## config.mk

```make
export PLATFORM = sky130hd
export DESIGN_NAME = mct_kernel_ctrl
export DESIGN_NICKNAME = d
export VERILOG_FILES = /design/src/rtl/mct_ctrl_pkg.sv /design/src/rtl/mct_done_tracker.sv /design/src/rtl/mct_kernel_ctrl.sv
export SDC_FILE = /design/constraint.sdc
export NUM_CORES = 1
export LEC_CHECK = 0
export CAP_MARGIN = 20
export CORE_MARGIN = 10
export CORE_UTILIZATION = 45
export DETAILED_ROUTE_END_ITERATION = 12
export DONT_BUFFER_PORTS = 1
export SYNTH_ARGS = -nofsm -noshare
export SYNTH_HDL_FRONTEND = slang
export SYNTH_SLANG_ARGS = --single-unit
export TNS_END_PERCENT = 30
```

## constraint.sdc

```tcl
create_clock -name clk -period 4.7 [get_ports clk]
set_clock_uncertainty 0.15 [all_clocks]
set_input_delay 0.47 -clock clk [delete_from_list [all_inputs] [get_ports clk]]
set_output_delay 0.47 -clock clk [all_outputs]
set_load 0.01 [all_outputs]
```

## src/rtl/mct_ctrl_pkg.sv

```systemverilog
// ============================================================================
// Module      : mct_ctrl_pkg
// Description : Shared types and constants for the MCT kernel-control
//               sequencer: FSM state encoding, status bit positions and the
//               default cache-line size.
// Revision    : 1.0 - initial release
// ============================================================================
`default_nettype none

package mct_ctrl_pkg;

    // Sequencer states
    typedef enum logic [1:0] {
        IDLE   = 2'd0,
        LAUNCH = 2'd1,
        RUN    = 2'd2,
        DONE   = 2'd3
    } state_t;

    // Bit positions inside the status output
    localparam int STATUS_OVF  = 0;
    localparam int STATUS_SPUR = 1;
    localparam int STATUS_TMO  = 2;
    localparam int STATUS_BUSY = 3;

    // 64-byte cache lines
    localparam int CL_BYTES_LOG2_DEF = 6;

endpackage

`default_nettype wire

```

## src/rtl/mct_done_tracker.sv

```systemverilog
// ============================================================================
// Module      : mct_done_tracker
// Description : Sticky per-channel completion mask. Cleared at job start,
//               preset with zero-length channels at launch, then collects
//               done pulses while running. Reports "all channels complete"
//               including the pulses of the current cycle, and flags pulses
//               that arrive on an already-complete channel or outside RUN.
// Revision    : 1.0 - initial release
// ============================================================================
`default_nettype none

module mct_done_tracker #(
    parameter int N = 1
) (
    input  logic         clk,
    input  logic         rst,
    input  logic         clr,
    input  logic         preset_en,
    input  logic [N-1:0] preset_mask,
    input  logic         run_en,
    input  logic [N-1:0] done_in,
    output logic         all_done,
    output logic         spurious
);

    logic [N-1:0] mask_q;
    logic [N-1:0] mask_d;

    // Next mask: clear wins, then launch preset, then sticky accumulation
    always_comb begin
        mask_d = mask_q;
        if (clr) begin
            mask_d = '0;
        end else if (preset_en) begin
            mask_d = preset_mask;
        end else if (run_en) begin
            mask_d = mask_q | done_in;
        end
    end

    // Mask register
    always_ff @(posedge clk or posedge rst) begin
        if (rst) begin
            mask_q <= '0;
        end else begin
            mask_q <= mask_d;
        end
    end

    // The completing pulse itself counts toward "all done"
    assign all_done = &(mask_q | done_in);

    // Outside RUN every pulse is unexpected; inside RUN only repeats are
    assign spurious = run_en ? |(done_in & mask_q) : |done_in;

endmodule

`default_nettype wire

```

## src/rtl/mct_kernel_ctrl.sv

```systemverilog
// ============================================================================
// Module      : mct_kernel_ctrl
// Description : Kernel-control sequencer. Converts the ap_start level into
//               per-channel launch pulses with latched byte counts, waits
//               for every channel to report completion (or the watchdog),
//               then issues ap_done. Tracks run cycles and error status.
// Revision    : 1.0 - initial release
// ============================================================================
`default_nettype none

module mct_kernel_ctrl
    import mct_ctrl_pkg::*;
#(
    parameter int NUM_RD_CH     = 2,
    parameter int NUM_WR_CH     = 1,
    parameter int XFER_W        = 32,
    parameter int CL_BYTES_LOG2 = CL_BYTES_LOG2_DEF,
    parameter int CYC_W         = 48,
    parameter int TIMEOUT_CYC   = 0
) (
    input  logic                          clk,
    input  logic                          rst,
    input  logic                          ap_start,
    output logic                          ap_idle,
    output logic                          ap_done,
    input  logic [NUM_RD_CH*XFER_W-1:0]   rdNumCLs,
    input  logic [NUM_WR_CH*XFER_W-1:0]   wrNumCLs,
    output logic [NUM_RD_CH-1:0]          rd_start,
    output logic [NUM_WR_CH-1:0]          wr_start,
    output logic [NUM_RD_CH*XFER_W-1:0]   rd_xfer_bytes,
    output logic [NUM_WR_CH*XFER_W-1:0]   wr_xfer_bytes,
    input  logic [NUM_RD_CH-1:0]          rd_done,
    input  logic [NUM_WR_CH-1:0]          wr_done,
    output logic [CYC_W-1:0]              run_cycles,
    output logic [3:0]                    status
);

    // Shifted count is widened so bits pushed out of XFER_W stay visible
    localparam int WIDE_W = XFER_W + CL_BYTES_LOG2 + 1;
    // Last run_cycles value before the watchdog fires (all ones when disabled)
    localparam logic [CYC_W-1:0] TIMEOUT_LAST = CYC_W'(TIMEOUT_CYC - 1);

    state_t                        state_q;
    state_t                        state_d;
    logic                          ap_start_q;
    logic [NUM_RD_CH*XFER_W-1:0]   rd_bytes_q;
    logic [NUM_RD_CH*XFER_W-1:0]   rd_bytes_d;
    logic [NUM_WR_CH*XFER_W-1:0]   wr_bytes_q;
    logic [NUM_WR_CH*XFER_W-1:0]   wr_bytes_d;
    logic [CYC_W-1:0]              run_cycles_q;
    logic [CYC_W-1:0]              run_cycles_d;
    logic [2:0]                    status_q;
    logic [2:0]                    status_d;
    logic [NUM_RD_CH-1:0]          rd_start_q;
    logic [NUM_RD_CH-1:0]          rd_start_d;
    logic [NUM_WR_CH-1:0]          wr_start_q;
    logic [NUM_WR_CH-1:0]          wr_start_d;

    logic                          start_pulse;
    logic                          clr_masks;
    logic [NUM_RD_CH*XFER_W-1:0]   rd_bytes_calc;
    logic [NUM_WR_CH*XFER_W-1:0]   wr_bytes_calc;
    logic [NUM_RD_CH-1:0]          rd_ovf;
    logic [NUM_WR_CH-1:0]          wr_ovf;
    logic [NUM_RD_CH-1:0]          rd_nz;
    logic [NUM_WR_CH-1:0]          wr_nz;
    logic                          rd_all_done;
    logic                          wr_all_done;
    logic                          rd_spur;
    logic                          wr_spur;

    assign start_pulse = ap_start & ~ap_start_q;

    // Per read channel: cache lines to bytes with saturation on overflow
    generate
        for (genvar i = 0; i < NUM_RD_CH; i++) begin : g_rd_ch
            logic [WIDE_W-1:0] wide;
            assign wide = {{(CL_BYTES_LOG2 + 1){1'b0}}, rdNumCLs[i*XFER_W +: XFER_W]} << CL_BYTES_LOG2;
            assign rd_ovf[i] = |wide[WIDE_W-1:XFER_W];
            assign rd_bytes_calc[i*XFER_W +: XFER_W] = rd_ovf[i] ? {XFER_W{1'b1}} : wide[XFER_W-1:0];
            assign rd_nz[i] = |rd_bytes_q[i*XFER_W +: XFER_W];
        end
    endgenerate

    // Per write channel: same conversion as the read side
    generate
        for (genvar i = 0; i < NUM_WR_CH; i++) begin : g_wr_ch
            logic [WIDE_W-1:0] wide;
            assign wide = {{(CL_BYTES_LOG2 + 1){1'b0}}, wrNumCLs[i*XFER_W +: XFER_W]} << CL_BYTES_LOG2;
            assign wr_ovf[i] = |wide[WIDE_W-1:XFER_W];
            assign wr_bytes_calc[i*XFER_W +: XFER_W] = wr_ovf[i] ? {XFER_W{1'b1}} : wide[XFER_W-1:0];
            assign wr_nz[i] = |wr_bytes_q[i*XFER_W +: XFER_W];
        end
    endgenerate

    mct_done_tracker #(
        .N (NUM_RD_CH)
    ) u_rd_tracker (
        .clk         (clk),
        .rst         (rst),
        .clr         (clr_masks),
        .preset_en   (state_q == LAUNCH),
        .preset_mask (~rd_nz),
        .run_en      (state_q == RUN),
        .done_in     (rd_done),
        .all_done    (rd_all_done),
        .spurious    (rd_spur)
    );

    mct_done_tracker #(
        .N (NUM_WR_CH)
    ) u_wr_tracker (
        .clk         (clk),
        .rst         (rst),
        .clr         (clr_masks),
        .preset_en   (state_q == LAUNCH),
        .preset_mask (~wr_nz),
        .run_en      (state_q == RUN),
        .done_in     (wr_done),
        .all_done    (wr_all_done),
        .spurious    (wr_spur)
    );

    // Next-state and datapath updates for the sequencer
    always_comb begin
        state_d      = state_q;
        rd_bytes_d   = rd_bytes_q;
        wr_bytes_d   = wr_bytes_q;
        run_cycles_d = run_cycles_q;
        status_d     = status_q;
        rd_start_d   = '0;
        wr_start_d   = '0;
        clr_masks    = 1'b0;

        if (rd_spur || wr_spur) begin
            status_d[STATUS_SPUR] = 1'b1;
        end

        case (state_q)
            IDLE: begin
                if (start_pulse) begin
                    rd_bytes_d             = rd_bytes_calc;
                    wr_bytes_d             = wr_bytes_calc;
                    status_d               = '0;
                    status_d[STATUS_OVF]   = |{rd_ovf, wr_ovf};
                    run_cycles_d           = '0;
                    clr_masks              = 1'b1;
                    state_d                = LAUNCH;
                end
            end
            LAUNCH: begin
                rd_start_d = rd_nz;
                wr_start_d = wr_nz;
                state_d    = RUN;
            end
            RUN: begin
                if (run_cycles_q != {CYC_W{1'b1}}) begin
                    run_cycles_d = run_cycles_q + CYC_W'(1);
                end
                if (rd_all_done && wr_all_done) begin
                    state_d = DONE;
                end else if ((TIMEOUT_CYC != 0) && (run_cycles_q == TIMEOUT_LAST)) begin
                    status_d[STATUS_TMO] = 1'b1;
                    state_d              = DONE;
                end
            end
            DONE: begin
                state_d = IDLE;
            end
            default: begin
                state_d = IDLE;
            end
        endcase
    end

    // Sequencer and datapath registers
    always_ff @(posedge clk or posedge rst) begin
        if (rst) begin
            state_q      <= IDLE;
            ap_start_q   <= 1'b0;
            rd_bytes_q   <= '0;
            wr_bytes_q   <= '0;
            run_cycles_q <= '0;
            status_q     <= '0;
            rd_start_q   <= '0;
            wr_start_q   <= '0;
        end else begin
            state_q      <= state_d;
            ap_start_q   <= ap_start;
            rd_bytes_q   <= rd_bytes_d;
            wr_bytes_q   <= wr_bytes_d;
            run_cycles_q <= run_cycles_d;
            status_q     <= status_d;
            rd_start_q   <= rd_start_d;
            wr_start_q   <= wr_start_d;
        end
    end

    assign ap_idle                         = (state_q == IDLE);
    assign ap_done                         = (state_q == DONE);
    assign rd_start                        = rd_start_q;
    assign wr_start                        = wr_start_q;
    assign rd_xfer_bytes                   = rd_bytes_q;
    assign wr_xfer_bytes                   = wr_bytes_q;
    assign run_cycles                      = run_cycles_q;
    assign status[STATUS_BUSY]             = (state_q != IDLE);
    assign status[STATUS_TMO:STATUS_OVF]   = status_q;

endmodule

`default_nettype wire

```

==> run summary <==
Place WS - 1.375 ns
Worst Path Required - 4.86 ns
CTS tree - yes
Slew @ Worst Pin - 0.9948 ns
CTS sink cnt - 140
DRC viols - 0
non-filler cells, final - 931
Die ar. - 20330 um2
crit path max fanout - 32
final hold violation count - 40
Leakage - 3.259 nW
antenna-violating nets left - 0
Seq/Total Area, Yosys - 51.79%
synthesized instance count - 766
Power Density - 644.6 nW/um2
DR pass1 iterations - 6
Final setup violation count - 0
netlist area before placement - 6764 um2
first-pass GRT wire length - 32260 um
max_slew headroom - 33.61%
GRT Total Usage - 20.09%
clock root cell - clkbuf_16
Yosys reg bits - 140
status - finished, violations left
postcts setup bufs - 0
width of the die - 142.6 um
Tcrit/Tclk final - 71.64%
largest net degree at the start of global routing - 104
num ports - 255
crit path DAT - 3.52 ns
initial DRC count - 623
count of nets after finishing - 840
Setup crit start kind - flop
WL final - 20880 um
dpl cells - 897
failing checks - hold timing
routed len/inst - 22.43 um
Final WS setup - 1.333 ns
Achievable Freq - 0.2970 GHz
Port Buffer Count - 0
WS Path Type - flop to flop
RD Place Congestion - 0.8577
Final Max Tran Viols - 0
HP Class - primary input to asynchronous set/reset pin
vias in the first global route - 5617
ys async rst share - 100.0%
setup TNS - 0 ns
FP Rows - 44
Tot Pwr - 0.004771 W
Num CTS Buffers - 17
Area Growth Syn to Fin - 9.415%
clock-pin slew on the worst setup and hold paths - 0.06 ns
Clk Latency, worst-skew pair - 0.41 ns
Syn. warnings - 0
Post-synth EDFFs - 0
H-Tree Depth - 4
CORE AREA - 14640 um2
min Tclk post-route - 3.367 ns
most frequently used flop master after synthesis - dfrtp_1
dpl hpwl - 14880 um
RSZ-0062 raised after global routing - false
worst hold margin - -0.02252 ns
Mapped Nets - 873
clk buf depth - 2
layout cells sized above 1 - 6.434%
Via density - 6.183
Synth cell types - 47
CP Capture Type - flop
worst-case vdd ir drop - 0.0002868 V
initial core utilization - 46.19%
Mapped Avg Cell Area - 8.830 um2
antenna violations before repair - 1
via count - 5756
max-cap viol count - 0
DIE HEIGHT - 142.6 um
grt total ovfl - 0
==> cell usage in the layout, fill, tap and decap left out, types with 12 or more instances in the layout <==
cell type,count
nand2_1,204
dfrtp_1,140
o21ai_0,121
nor2_1,23
nand3_1,23
o31ai_1,23
nor4_1,22
clkbuf_16,17
o41ai_1,15
nor3_1,12
and2_1,12
==> metrics by stage <==
stage | util, % | cell area, um2
detailed placement | 46.18 | 6763
finish | 50.54 | 7401
CTS | 50.52 | 7398
global placement | 46.18 | 6763
global route | 50.54 | 7401
floorplan | - | 6764
==> critical path: stages, from the launching register on <==
cell     delay [ns]
dfrtp_1        0.48
ha_1           0.25
nand3_2        0.14
or4_4          0.61
nor4_4         0.42
a21o_1         0.53
buf_4          0.41
o21ai_0        0.15
o31ai_1        0.10
==> area by class of cell <==
class | count | area, um2
Multi-Input combinational cell | 558 | 2942
Fill cell | 1346 | 7243
Tap cell | 184 | 230.2
Timing Repair Buffer | 8 | 62.56
Antenna cell | 1 | 2.502
Inverter | 8 | 35.03
Clock inverter | 12 | 168.9
Clock buffer | 20 | 456.7
Sequential cell | 140 | 3503
==> timing repair <==
item	in CTS	in global routing
hold buffers	1	0
resized for setup	0	0
setup endpoints to repair	0	0
endpoints found under the hold margin	1	0
==> report_power, final <==
part	switching, W	internal, W
combinational	0.000682	0.000347
sequential	0.000693	0.00162
clock	0.000515	0.000912
==> state kept, by name (all words and copies together) (netlist names) <==
signal	cells
state_q	2
u_rd_tracker.mask_q	2
wr_start	1
run_cycles	48
rd_xfer_bytes	54
ap_start_q	1
status_q	2
u_wr_tracker.mask_q	1
wr_xfer_bytes	27
rd_start	2
==> metal layers <==
layer	share of wire [%]	vias up	track usage (%)
li1	-	2655	-
met1	36	2791	21.56
met2	51	271	33.34
met3	11	39	9.913
met4	2.3	0	7.926
met5	0	-	0
==> cells in the mapped netlist (2+ instances only) <==
library cell / instances / area (um2)
o21a_1: 5 / 37.54
o31a_1: 4 / 35.03
a21o_1: 2 / 15.01
dfrtp_1: 140 / 3503
nor4_1: 22 / 137.6
a211oi_1: 3 / 22.52
a31oi_1: 10 / 62.56
buf_1: 2 / 7.510
o31ai_1: 23 / 172.7
o22ai_1: 2 / 12.51
nor2_1: 23 / 86.33
o21ai_0: 121 / 605.6
and2_1: 12 / 75.07
buf_4: 16 / 120.1
nand4_1: 9 / 56.30
buf_2: 7 / 35.03
nand2_1: 204 / 765.7
clkbuf_1: 35 / 131.4
nor3_1: 12 / 60.06
a21oi_1: 10 / 50.05
ha_1: 5 / 62.56
and4_1: 9 / 78.83
a22oi_1: 3 / 22.52
and3_1: 7 / 43.79
or4_1: 4 / 30.03
nand3_1: 23 / 115.1
nand2b_1: 2 / 12.51
o41ai_1: 15 / 131.4
o211ai_1: 2 / 15.01
or3_1: 4 / 25.02
a41oi_1: 5 / 43.79
or2_2: 2 / 12.51
nor4_4: 2 / 42.54
inv_1: 8 / 30.03
==> worst paths after layout <==
| check | cells past startpoint | end | slack, ns | from |
|---|---|---|---|---|
| worst max-delay path | 8 | run_cycles[33] | 1.33 | run_cycles[0] |
| worst min-delay path | 1 | run_cycles[1] | -0.02 | rst |
| worst max register to register | 8 | run_cycles[33] | 1.33 | run_cycles[0] |
| worst min register to register | 2 | wr_xfer_bytes[19] | 0.42 | wr_xfer_bytes[19] |
| max in group asynchronous | 2 | wr_xfer_bytes[24] | 3.34 | rst |
| min in group clk | 2 | wr_xfer_bytes[6] | 0.05 | wrNumCLs[0] |
==> kinds of logic after synthesis <==
| kind of cell | synth area share (%) |
|---|---|
| AOI/OAI and AO/OA | 18.76 |
| muxes | 0.1665 |
| adders and majority gates | 0.9249 |
| other | 0.05544 |
| and+or+nand+nor | 23.51 |
| buffers and inverters | 4.791 |
| DFF | 51.79 |
(Power assumes the default switching activity.)
